<file path="config.mk">
export PLATFORM = sky130hd
export DESIGN_NAME = mdc_bf2_stage
export DESIGN_NICKNAME = d
export VERILOG_FILES = /design/src/rtl/mdc_bf2_stage.sv
export SDC_FILE = /design/constraint.sdc
export NUM_CORES = 2
export LEC_CHECK = 0
export ABC_AREA = 1
export CORE_MARGIN = 1
export CORE_UTILIZATION = 61
export DETAILED_ROUTE_END_ITERATION = 6
export GPL_ROUTABILITY_DRIVEN = 0
export PLACE_DENSITY = 0.79
export SKIP_CTS_REPAIR_TIMING = 1
export SLEW_MARGIN = 20
export SYNTH_ARGS = -nofsm -noshare
export SYNTH_HDL_FRONTEND = slang
export SYNTH_SLANG_ARGS = --single-unit
</file>
<file path="constraint.sdc">
create_clock -name clk -period 13 [get_ports clk]
set_clock_uncertainty 0.05 [all_clocks]
set_input_delay 1.3 -clock clk [delete_from_list [all_inputs] [get_ports clk]]
set_output_delay 1.3 -clock clk [all_outputs]
set_load 0.005 [all_outputs]
</file>
<file path="src/rtl/mdc_bf2_stage.sv">
// ---------------------------------------------------------------------------
// fft_pkg : shared data width and complex sample type for the MDC FFT.
// mdc_bf2_stage : radix-2 DIF butterfly stage of the multi-path
// delay-commutator FFT pipeline.
//   upper = (a+b)/2, lower = ((a-b)/2) * W^idx, fixed 3-cycle latency.
//   The twiddle index is sequenced from a count of accepted input samples.
//   The commutator control for the downstream reorder is derived from a
//   count of output samples.
//
// Ports:
//   clk        clock
//   rst_n      asynchronous active-low reset
//   sync_clr   synchronous clear of the twiddle and sw counters
//   din_a      upper input lane (complex_t)
//   din_b      lower input lane (complex_t)
//   din_valid  both input lanes valid this cycle
//   dout_a     sum lane
//   dout_b     twiddled difference lane
//   dout_valid outputs valid
//   sw_out     commutator control for the downstream reorder
// ---------------------------------------------------------------------------
package fft_pkg;
    localparam int unsigned DATA_W = 16;

    typedef struct packed {
        logic signed [DATA_W-1:0] re;
        logic signed [DATA_W-1:0] im;
    } complex_t;
endpackage

module mdc_bf2_stage
    import fft_pkg::*;
#(
    parameter int unsigned FFT_LEN = 16,
    parameter int unsigned STAGE   = 0,
    parameter int unsigned TW_W    = 16
) (
    input  logic     clk,
    input  logic     rst_n,
    input  logic     sync_clr,
    input  complex_t din_a,
    input  complex_t din_b,
    input  logic     din_valid,
    output complex_t dout_a,
    output complex_t dout_b,
    output logic     dout_valid,
    output logic     sw_out
);

    localparam int unsigned BLOCK     = FFT_LEN >> (STAGE + 1);
    localparam int unsigned SW_PERIOD = BLOCK / 2;
    localparam int unsigned ROM_N     = FFT_LEN / 2;
    localparam int unsigned IDX_W     = $clog2(ROM_N);
    localparam int unsigned K_W       = (BLOCK > 1) ? $clog2(BLOCK) : 1;
    localparam int unsigned C_W       = (SW_PERIOD > 1) ? $clog2(SW_PERIOD) : 1;
    localparam int unsigned PROD_W    = DATA_W + TW_W;
    localparam int unsigned ACC_W     = PROD_W + 1;

    localparam real PI    = 3.14159265358979323846;
    localparam real SCALE = real'(1 << (TW_W - 2));

    localparam logic signed [ACC_W-1:0] RND     = ACC_W'(1 << (TW_W - 3));
    localparam logic signed [ACC_W-1:0] SAT_MAX = ACC_W'((1 << (DATA_W - 1)) - 1);
    localparam logic signed [ACC_W-1:0] SAT_MIN = ACC_W'(-(1 << (DATA_W - 1)));

    // -----------------------------------------------------------------------
    // Twiddle ROM, W[m] = cos(2*pi*m/N) - j*sin(2*pi*m/N), scaled and rounded
    // half away from zero at elaboration.
    // -----------------------------------------------------------------------
    logic signed [TW_W-1:0] rom_re [ROM_N];
    logic signed [TW_W-1:0] rom_im [ROM_N];

    for (genvar m = 0; m < ROM_N; m++) begin : g_rom
        localparam real ANG  = 2.0 * PI * real'(m) / real'(FFT_LEN);
        localparam real RE_R = $cos(ANG) * SCALE;
        localparam real IM_R = -$sin(ANG) * SCALE;
        localparam int  RE_I = (RE_R >= 0.0) ? $rtoi(RE_R + 0.5) : -$rtoi(0.5 - RE_R);
        localparam int  IM_I = (IM_R >= 0.0) ? $rtoi(IM_R + 0.5) : -$rtoi(0.5 - IM_R);
        assign rom_re[m] = TW_W'(RE_I);
        assign rom_im[m] = TW_W'(IM_I);
    end

    // (x +/- y) >>> 1 evaluated one bit wider so the halved result always fits
    function automatic logic signed [DATA_W-1:0] half_op(
        input logic signed [DATA_W-1:0] x,
        input logic signed [DATA_W-1:0] y,
        input logic                     sub
    );
        logic signed [DATA_W:0] t;
        t = sub ? ((DATA_W+1)'(x) - (DATA_W+1)'(y)) : ((DATA_W+1)'(x) + (DATA_W+1)'(y));
        return DATA_W'(t >>> 1);
    endfunction

    // round half up, drop the twiddle scale, clamp to the data range
    function automatic logic signed [DATA_W-1:0] round_sat(
        input logic signed [ACC_W-1:0] x
    );
        logic signed [ACC_W-1:0] r;
        r = (x + RND) >>> (TW_W - 2);
        if (r > SAT_MAX) begin
            r = SAT_MAX;
        end else if (r < SAT_MIN) begin
            r = SAT_MIN;
        end
        return DATA_W'(r);
    endfunction

    // -----------------------------------------------------------------------
    // Registers
    // -----------------------------------------------------------------------
    logic [K_W-1:0]  k_q,    k_d;
    logic [C_W-1:0]  ocnt_q, ocnt_d;
    logic            sw_q,   sw_d;
    logic            v1_q, v2_q, v3_q;

    complex_t               sum1_q,  sum1_d;
    complex_t               diff1_q, diff1_d;
    logic signed [TW_W-1:0] twr_q,   twr_d;
    logic signed [TW_W-1:0] twi_q,   twi_d;

    complex_t                 sum2_q;
    logic signed [PROD_W-1:0] rr_q, ii_q, ri_q, ir_q;
    logic signed [PROD_W-1:0] rr_d, ii_d, ri_d, ir_d;

    complex_t oa_q;
    complex_t ob_q, ob_d;

    logic [K_W-1:0]   k_eff;
    logic [IDX_W-1:0] idx;

    // -----------------------------------------------------------------------
    // Input-side sample counter and twiddle index. A sync_clr coinciding with
    // a valid sample makes that sample use index 0 and the next one k = 1.
    // -----------------------------------------------------------------------
    always_comb begin
        k_eff = sync_clr ? '0 : k_q;
        idx   = IDX_W'(k_eff) << STAGE;
        k_d   = k_q;
        if (sync_clr) begin
            k_d = '0;
        end
        if (din_valid) begin
            k_d = (k_eff == K_W'(BLOCK - 1)) ? '0 : k_eff + K_W'(1);
        end
    end

    // -----------------------------------------------------------------------
    // Datapath next-state
    // -----------------------------------------------------------------------
    always_comb begin
        sum1_d.re  = half_op(din_a.re, din_b.re, 1'b0);
        sum1_d.im  = half_op(din_a.im, din_b.im, 1'b0);
        diff1_d.re = half_op(din_a.re, din_b.re, 1'b1);
        diff1_d.im = half_op(din_a.im, din_b.im, 1'b1);
        twr_d      = rom_re[idx];
        twi_d      = rom_im[idx];

        rr_d = PROD_W'(diff1_q.re) * PROD_W'(twr_q);
        ii_d = PROD_W'(diff1_q.im) * PROD_W'(twi_q);
        ri_d = PROD_W'(diff1_q.re) * PROD_W'(twi_q);
        ir_d = PROD_W'(diff1_q.im) * PROD_W'(twr_q);

        ob_d.re = round_sat(ACC_W'(rr_q) - ACC_W'(ii_q));
        ob_d.im = round_sat(ACC_W'(ri_q) + ACC_W'(ir_q));
    end

    // -----------------------------------------------------------------------
    // Output-side counter: sw toggles the cycle after the output that
    // completes each SW_PERIOD group. Held at 0 when SW_PERIOD is 0.
    // -----------------------------------------------------------------------
    always_comb begin
        ocnt_d = ocnt_q;
        sw_d   = sw_q;
        if (sync_clr) begin
            ocnt_d = '0;
            sw_d   = 1'b0;
        end else if (v3_q && (SW_PERIOD != 0)) begin
            if (ocnt_q == C_W'(SW_PERIOD - 1)) begin
                ocnt_d = '0;
                sw_d   = ~sw_q;
            end else begin
                ocnt_d = ocnt_q + C_W'(1);
            end
        end
    end

    always_ff @(posedge clk or negedge rst_n) begin
        if (!rst_n) begin
            k_q     <= '0;
            ocnt_q  <= '0;
            sw_q    <= 1'b0;
            v1_q    <= 1'b0;
            v2_q    <= 1'b0;
            v3_q    <= 1'b0;
            sum1_q  <= '0;
            diff1_q <= '0;
            twr_q   <= '0;
            twi_q   <= '0;
            sum2_q  <= '0;
            rr_q    <= '0;
            ii_q    <= '0;
            ri_q    <= '0;
            ir_q    <= '0;
            oa_q    <= '0;
            ob_q    <= '0;
        end else begin
            k_q     <= k_d;
            ocnt_q  <= ocnt_d;
            sw_q    <= sw_d;
            v1_q    <= din_valid;
            v2_q    <= v1_q;
            v3_q    <= v2_q;
            sum1_q  <= sum1_d;
            diff1_q <= diff1_d;
            twr_q   <= twr_d;
            twi_q   <= twi_d;
            sum2_q  <= sum1_q;
            rr_q    <= rr_d;
            ii_q    <= ii_d;
            ri_q    <= ri_d;
            ir_q    <= ir_d;
            oa_q    <= sum2_q;
            ob_q    <= ob_d;
        end
    end

    assign dout_a     = oa_q;
    assign dout_b     = ob_q;
    assign dout_valid = v3_q;
    assign sw_out     = sw_q;

endmodule

</file>
==> key figures <==
Clocking
  – Reg clk slew, reported paths: 80 ps
  – CTS Sinks: 315
  – CTS tree: done
  – Worst skew pair latency: 600 ps
  – CTS Buf Count: 39
  – CTS HTree Levels: 2
  – CTS Root Cell: clkbuf_16
  – CTS Buffer Depth: 3

Routing
  – Final WL: 133400 um
  – TritonRoute pass-1 iters: 6
  – DR vias/cell: 5.348
  – Final ANT Viol Nets: 0
  – WL per Instance: 17.37 um
  – Residual DRC: 0
  – Vias post-DR: 41069
  – Initial DRC Count: 3405

Timing
  – Setup violators final: 0
  – Worst-Margin Slew: 1146 ps
  – Unrepaired setup endpoints after global routing: false
  – Fmax: 0.1408 GHz
  – Fin. max-slew vios: 0
  – Worst rel slew slack: 23.14%
  – Final setup TNS: 0 ps
  – Period minus WS final: 7102 ps
  – Fin crit share: 54.63%
  – Hold Fails Final Rpt: 0

Worst setup path
  – CP endpoint kind: register
  – WP data arrival: 7510 ps
  – Nature of the critical path startpoint: register
  – Cell repeated most along the worst path: fa_1
  – Cell Chain, Critical Path: buf_4, clkinv_1, nor2_1, fa_1, fa_1, fa_1, fa_1, fa_1, inv_1, fa_1, inv_1, ha_1, a21oi_1, o21ai_0, a21oi_1, nor2_1, a211oi_1, nand2_1, xor2_1
  – CP max-delay cell: clkinv_1
  – CP max FO: 39
  – Worst endpoint required time: 13400 ps
  – Critical path class: register to register
  – Critical Path Max Stage Delay: 1060 ps

Logic synthesis
  – Post-synth top area share: 36.56%
  – Synthesized flop and latch total: 315
  – Post-synth cell types: 54
  – Ys Warns: 0
  – Asr flop ratio synth: 100.0%
  – Post-Syn Area: 54320 um2
  – Synth top area cells: fa_1, dfrtp_1, ha_1
  – Synth Instances: 6416
  – Syn_nets: 8044
  – Register area share after synthesis: 14.51%
  – Largest area contributor in the netlist: fa_1
  – Ys flop type: dfrtp_1
  – EDFF count, synth: 0
  – Mapped Avg Cell Area: 8.466 um2

Global route
  – Congestion Overflow GR: 0
  – Antenna violations before repair: 0
  – Largest net degree at the start of global routing: 146
  – First-pass GRT wire length: 219600 um
  – Total track usage: 31.03%
  – Vias in the first global route: 43594

Finish
  – Fill count: 7046
  – Most common cell after layout, fill and taps aside: inv_1
  – Most frequent cells in the layout: inv_1, nand2_1, fa_1
  – Ratio of cells with drive above 1 in the final layout: 2.333%
  – Syn-to-layout area delta: 7.085%
  – Final instance area: 58170 um2
  – N_diodes: 0
  – # nets final: 8111

Floorplanning
  – Rows: 109
  – Top Ports: 134
  – Die height: 300.4 um
  – Core Area: 88240 um2
  – DIE WIDTH: 300.4 um
  – Die area: 90240 um2
  – Initial Util: 61.56%

Hold path
  – Tightest Hold Check Type: register to register

Status
  – Status: completed

Place
  – PortBufs: 133
  – Placed cell area: 56820 um2
  – Post-DP HPWL: 111600 um

Flow run
  – Max_cap viols: 0
cell usage after synthesis, drive strengths merged, types with 2 or more instances:
| cell | number |
|---|---|
| fa | 992 |
| clkinv | 2 |
| o21ai | 109 |
| o31ai | 9 |
| buf | 15 |
| nand3 | 98 |
| a211oi | 9 |
| a21oi | 220 |
| nor4 | 7 |
| xor2 | 146 |
| a31oi | 12 |
| xnor2 | 63 |
| nor3 | 36 |
| nand4 | 37 |
| o21bai | 30 |
| and3 | 5 |
| a22o | 2 |
| or2 | 10 |
| ha | 568 |
| o211a | 3 |
| a21boi | 11 |
| a221oi | 2 |
| o211ai | 7 |
| inv | 1883 |
| nand3b | 15 |
| nand2 | 1388 |
| o21a | 2 |
| a21o | 20 |
| o2111ai | 6 |
| nor2 | 259 |
| dfrtp | 315 |
| clkbuf | 130 |
logic make-up after synthesis:
kind of cell / Yosys count / share of synthesized area, %
AOI/OAI and AO/OA: 445 / 4.690
xor gates and xnor gates: 209 / 3.370
adders and majority gates: 1560 / 49.64
buffers and inverters: 2030 / 14.11
DFF: 315 / 14.51
and+or+nand+nor: 1857 / 13.68
worst max-delay path, delay by kind of cell, from the launching register on:
kind                       cells  cell delay (ps)
AOI/OAI and AO/OA              4              900
xor gates and xnor gates       1              150
DFF                            1              350
and+or+nand+nor                3              690
adders and majority gates      7             3220
buffers and inverters          4             1580
worst paths after layout:
check | to | slack, ps | from | depth (start not counted)
max | rr_q[31]$_DFF_PN0_ | 5900 | twr_q[7]$_DFF_PN0_ | 19
min | dout_a[14]$_DFF_PN0_ | 290 | sum2_q[14]$_DFF_PN0_ | 0
max reg2reg | rr_q[31]$_DFF_PN0_ | 5900 | twr_q[7]$_DFF_PN0_ | 19
min reg2reg | dout_a[14]$_DFF_PN0_ | 290 | sum2_q[14]$_DFF_PN0_ | 0
max in group asynchronous | sum1_q[28]$_DFF_PN0_ | 10000 | rst_n | 3
min in group asynchronous | dout_b[19]$_DFF_PN0_ | 660 | rst_n | 1
routing by layer:
| layer | track usage [%] | vias up | part of all wire, % |
|---|---|---|---|
| met2 | 50.98 | 1897 | 47 |
| li1 | - | 18824 | - |
| met4 | 12.01 | 0 | 4.2 |
| met5 | 0 | - | 0 |
| met1 | 40.85 | 19991 | 39 |
| met3 | 5.909 | 357 | 9.2 |
metrics by stage:
stage	utilization (%)	cells	hold WS [ps]	setup slack (ps)
floorplan	-	6416	281.2	7394
detailed placement	64.40	7607	284.7	6072
finish	65.92	7679	286.2	5898
global route	65.92	7679	299.5	5709
global placement	64.40	7607	281.6	6375
CTS	65.92	7679	295.4	6020
sequential cells by signal, indices dropped and copies added, names as in the netlist:
signal / flops
dout_a: 32
rr_q: 32
sw_out: 1
ii_q: 32
k_q: 3
v2_q: 1
dout_b: 32
ir_q: 32
ri_q: 32
sum1_q: 32
ocnt_q: 2
sum2_q: 32
dout_valid: 1
v1_q: 1
diff1_q: 32
twr_q: 11
twi_q: 7
cell type report:
type | count | area, um2 | area share, %
Sequential cell | 315 | 7883 | 13.55
Tap cell | 1165 | 1458 | 2.506
Clock inverter | 23 | 260.3 | 0.4474
Timing Repair Buffer | 171 | 1634 | 2.809
Clock buffer | 49 | 1085 | 1.865
Inverter | 1885 | 7076 | 12.16
Multi-Input combinational cell | 4071 | 38770 | 66.66
Power is left out: the tool's default activity adds up to more than one toggle a clock period on the data nets, which glitch-free logic cannot reach.
